[src/rtl/control.sv]
// Multi-cycle main control FSM: FETCH -> DECODE -> EXECUTE -> WRITEBACK, four cycles per instruction.
// Outputs are registered: each edge loads the strobes for the state being left, so they trail state by one cycle.
module control #(
  parameter int                    PC_WIDTH = 13,
  parameter logic [PC_WIDTH-1:0]   RESET_PC = '0
) (
  input  logic                clk,
  input  logic                reset,
  input  logic [2:0]          Opcode,
  output logic [PC_WIDTH-1:0] PC,
  output logic                InstructionTypeSelect,
  output logic [2:0]          ALU_Op,
  output logic                WriteFlag,
  output logic                ReadFlag,
  output logic                instructionControl
);

  typedef enum logic [1:0] {FETCH, DECODE, EXECUTE, WRITEBACK} state_t;

  state_t              state_reg, state_next;
  logic [2:0]          opcode_reg, opcode_next;
  logic [PC_WIDTH-1:0] pc_reg, pc_next;
  logic [2:0]          alu_reg, alu_next;
  logic                its_reg, its_next;
  logic                wr_reg, wr_next;
  logic                rd_reg, rd_next;
  logic                ic_reg, ic_next;

  logic [2:0]          dec_alu;
  logic                dec_its;
  logic                dec_wr;

  // Decode of the opcode latched during DECODE; branches (10x) never write back.
  always_comb begin
    dec_alu = 3'b000;
    dec_its = 1'b0;
    dec_wr  = 1'b1;
    case (opcode_reg)
      3'b000: dec_alu = 3'b000;
      3'b001: dec_alu = 3'b001;
      3'b010: begin dec_alu = 3'b000; dec_its = 1'b1; end
      3'b011: begin dec_alu = 3'b001; dec_its = 1'b1; end
      3'b100,
      3'b101: begin dec_alu = 3'b010; dec_wr = 1'b0; end
      3'b110: dec_alu = 3'b100;
      3'b111: dec_alu = 3'b101;
      default: dec_alu = 3'b000;
    endcase
  end

  always_comb begin
    state_next  = state_reg;
    opcode_next = opcode_reg;
    pc_next     = pc_reg;
    alu_next    = alu_reg;
    its_next    = its_reg;
    wr_next     = 1'b0;
    rd_next     = 1'b0;
    ic_next     = 1'b0;
    case (state_reg)
      FETCH: begin
        state_next = DECODE;
        rd_next    = 1'b1;
        ic_next    = 1'b1;
      end
      DECODE: begin
        state_next  = EXECUTE;
        opcode_next = Opcode;
      end
      EXECUTE: begin
        state_next = WRITEBACK;
        alu_next   = dec_alu;
        its_next   = dec_its;
      end
      WRITEBACK: begin
        state_next = FETCH;
        wr_next    = dec_wr;
        pc_next    = pc_reg + {{(PC_WIDTH-1){1'b0}}, 1'b1};
      end
      default: state_next = FETCH;
    endcase
  end

  always_ff @(posedge clk or negedge reset) begin
    if (!reset) begin
      state_reg  <= FETCH;
      opcode_reg <= 3'b000;
      pc_reg     <= RESET_PC;
      alu_reg    <= 3'b000;
      its_reg    <= 1'b0;
      wr_reg     <= 1'b0;
      rd_reg     <= 1'b0;
      ic_reg     <= 1'b0;
    end else begin
      state_reg  <= state_next;
      opcode_reg <= opcode_next;
      pc_reg     <= pc_next;
      alu_reg    <= alu_next;
      its_reg    <= its_next;
      wr_reg     <= wr_next;
      rd_reg     <= rd_next;
      ic_reg     <= ic_next;
    end
  end

  assign PC                    = pc_reg;
  assign InstructionTypeSelect = its_reg;
  assign ALU_Op                = alu_reg;
  assign WriteFlag             = wr_reg;
  assign ReadFlag              = rd_reg;
  assign instructionControl    = ic_reg;

endmodule

[config.mk]
export PLATFORM = sky130hd
export DESIGN_NAME = control
export DESIGN_NICKNAME = d
export VERILOG_FILES = /design/src/rtl/control.sv
export SDC_FILE = /design/constraint.sdc
export NUM_CORES = 1
export LEC_CHECK = 0
export ABC_CLOCK_PERIOD_IN_PS = 2220
export CORE_MARGIN = 3
export CORE_UTILIZATION = 30
export DETAILED_ROUTE_END_ITERATION = 10
export HOLD_SLACK_MARGIN = 0.02
export SYNTH_ARGS = -nofsm -noshare
export SYNTH_HDL_FRONTEND = slang
export SYNTH_SLANG_ARGS = --single-unit
[constraint.sdc]
create_clock -name clk -period 2.22 [get_ports clk]
set_clock_uncertainty 0.2 [all_clocks]
set_input_delay 0.444 -clock clk [delete_from_list [all_inputs] [get_ports clk]]
set_output_delay 0.444 -clock clk [all_outputs]
set_load 0.03 [all_outputs]
==> results.toml <==
[outcome]
outcome = "complete, no violations"

[setup_path]
cp_top_family = "buffers and inverters"
crit_type = "reg -> out"
crit_required_ps = 1580
r2r-start = "state_reg[0]"
slowest_stage = "clkdlybuf4s50_1"
end_kind = "primary output"
cp_max_fo = 7
arrival_ps = 1480
critPathLaunchType = "register"
cp_slowest_stage_delay_ps = 710
reg2reg_depth = 4
path_cells = "clkdlybuf4s50_1"
r2r_slack_ps = 560
regToRegEndpoint = "PC[12]"
worst-path-buf-inv = 1

[sta]
rsz0062_at_grt = "false"
fin_crit_sh_pct = 95.86
finalMaxSlewViolations = 0
setup_slack_ps = 91.94
tightest_slew_ps = 332.2
finalCriticalPeriod_ps = 2128
clock.fmax_ghz = 0.4699
hold_viol = 0
setup_viol = 0
setup_tns_ps = 0
hold_slack_ps = 276.3
slew_headroom_pct = 77.82

[yosys]
yosys.area_share.xor_xnor_pct = 10.12
synth_compound_area_share_pct = 1.566
yosys-top-cells-area = "dfrtp_1 58%, ha_1 7.2%, mux2_2 5.4%, xnor2_1 5.1%, xor2_1 5.1%"
syn_area_um2 = 1038
synth_adder_area_share_pct = 7.229
yosys-mux-area-fraction_pct = 5.422
async_reset_ff_share_pct = 100.0
ys_ff_latch = 24
synth.top_cell.area_share_pct = 57.83
yosysTopAreaCell = "dfrtp_1"
synthFlopType = "dfrtp_1"
synth-edff-count = 0
synthCells = 82
ys_types = 22
synth_simple_gate_area_share_pct = 14.82
ys_warn_count = 0
synth_top_family_by_area = "simple AND/OR/NAND/NOR gates"
syn-num-nets = 93
avgSynthCellArea_um2 = 12.66
ys_seq_area_share_pct = 57.83

[placed_design]
portBuffers = 24
dpl_cell_area_um2 = 1329
gp_congestion = 0.7831
dp_hpwl_um = 1337
pre_cts_ws_ps = 382.7

[routing]
dr.pass1.iters = 2
ant_nets = 0
dr_total_vias = 665
via_per_inst = 4.375
finalWirelength_um = 1753
drt_iter0_markers = 32
wire_per_inst_um = 11.53
drcViolationCount = 0

[clock_tree]
clk_pin_slew_ps = 120
cts.sinks = 24
postCtsSetupRepairBufs = 0
ctsLongestPathBuffers = 2
cts_tree = "built"
clk_latency_ps = 300
cts-buffers-inserted = 3
clockRootBuffer = "clkbuf_4"
htreeDepth = 1

[global_route]
grt_pass1_wl_um = 3015
first_global_vias = 704
antenna_found_initial = 0
grt_usage_pct = 9.141
grt-ovfl-total = 0
grt_max_degree = 25

[die]
start_util_pct = 32.68
rows = 20
dieArea_um2 = 4204
die_x_um = 64.84
io_pins = 25
coreArea_um2 = 3178
die_y_um = 64.84

[cells_and_area]
drive_above_1_share_pct = 11.11
fillers = 318
fin_area_um2 = 1354
diodes = 0
syn2layout_area_growth_pct = 30.36
ff_latch_area_um2 = 600.6
final_nets = 121
final_cell_mix = "24 x dfrtp_1, 23 x clkdlybuf4s50_1, 6 x xnor2_1, 6 x xor2_1, 6 x ha_1"
final_common_cell = "dfrtp_1"
largest_reg_flops = 13
multiInputGateArea_um2 = 406.6

[min_path]
min_from = "PC[12]"
hold_class = "reg -> reg"
min_to = "PC[12]"
hold_depth = 1

[power]
ir_drop_uv = 171.8
power.density_nw_per_um2 = 491.9
p_leak_nw = 0.6336

[job]
cap_violations = 0
[what timing repair did]
action                     4_1_cts  5_1_grt
gates resized for setup          0        1
hold buffers                     0        0
setup endpoints to repair        0        1
[power breakdown]
part,internal [mW],total [mW],switching [mW]
logic,0.0184,0.0396,0.0213
registers,0.444,0.448,0.00410
clock network,0.0632,0.179,0.115
total,0.525,0.666,0.141
[worst max path at each step]
stage                      from  endpoint  slack (ps)  cells after the start
after detailed placement  PC[4]     PC[4]         380                      1
after floorplan           PC[0]    PC[10]         560                      5
final                     PC[5]     PC[5]          90                      1
after global placement    PC[4]     PC[4]         430                      1
after CTS                 PC[4]     PC[4]          30                      1
after global routing      PC[5]     PC[5]          20                      1
[cell type report]
| cell class | instances | area share [%] |
|---|---|---|
| multi-input combinational | 51 | 30.04 |
| timing repair buffer | 25 | 18.48 |
| tap | 44 | 4.067 |
| sequential | 24 | 44.36 |
| clock buffer | 3 | 1.664 |
| inverter | 5 | 1.386 |
[synthesized netlist by cell type, drive strengths merged, types with 2 or more instances]
cell	count
buf	2
nor2b	2
xnor2	6
mux2	5
and4	2
o21ai	2
ha	6
nor3	2
dfrtp	24
xor2	6
nand2	5
nand4	5
nand3	3
inv	5
and3	2
[through the flow]
stage          util (%)  power [mW]  std cells
2_1_floorplan         -      0.4705         82
3_3_place_gp      41.81      0.4969        149
5_1_grt           42.60      0.6980        152
4_1_cts           42.52      0.6784        152
3_5_place_dp      41.81      0.4970        149
6_report          42.60      0.6660        152
[logic make-up after synthesis]
logic type	count (synthesis)
fa+ha+maj	6
simple gates	25
flops	24
compound gates	3
xor+xnor	12
buf+inv	7
mux	5
[routing by layer]
metal / vias up / wire, um / track usage, %
met2: 17 / 837 / 16.22
met1: 315 / 808 / 10.51
li1: 331 / - / -
met5: - / 0 / 0
met3: 2 / 101 / 2.426
met4: 0 / 6 / 3.166
(Power assumes the default switching activity.)
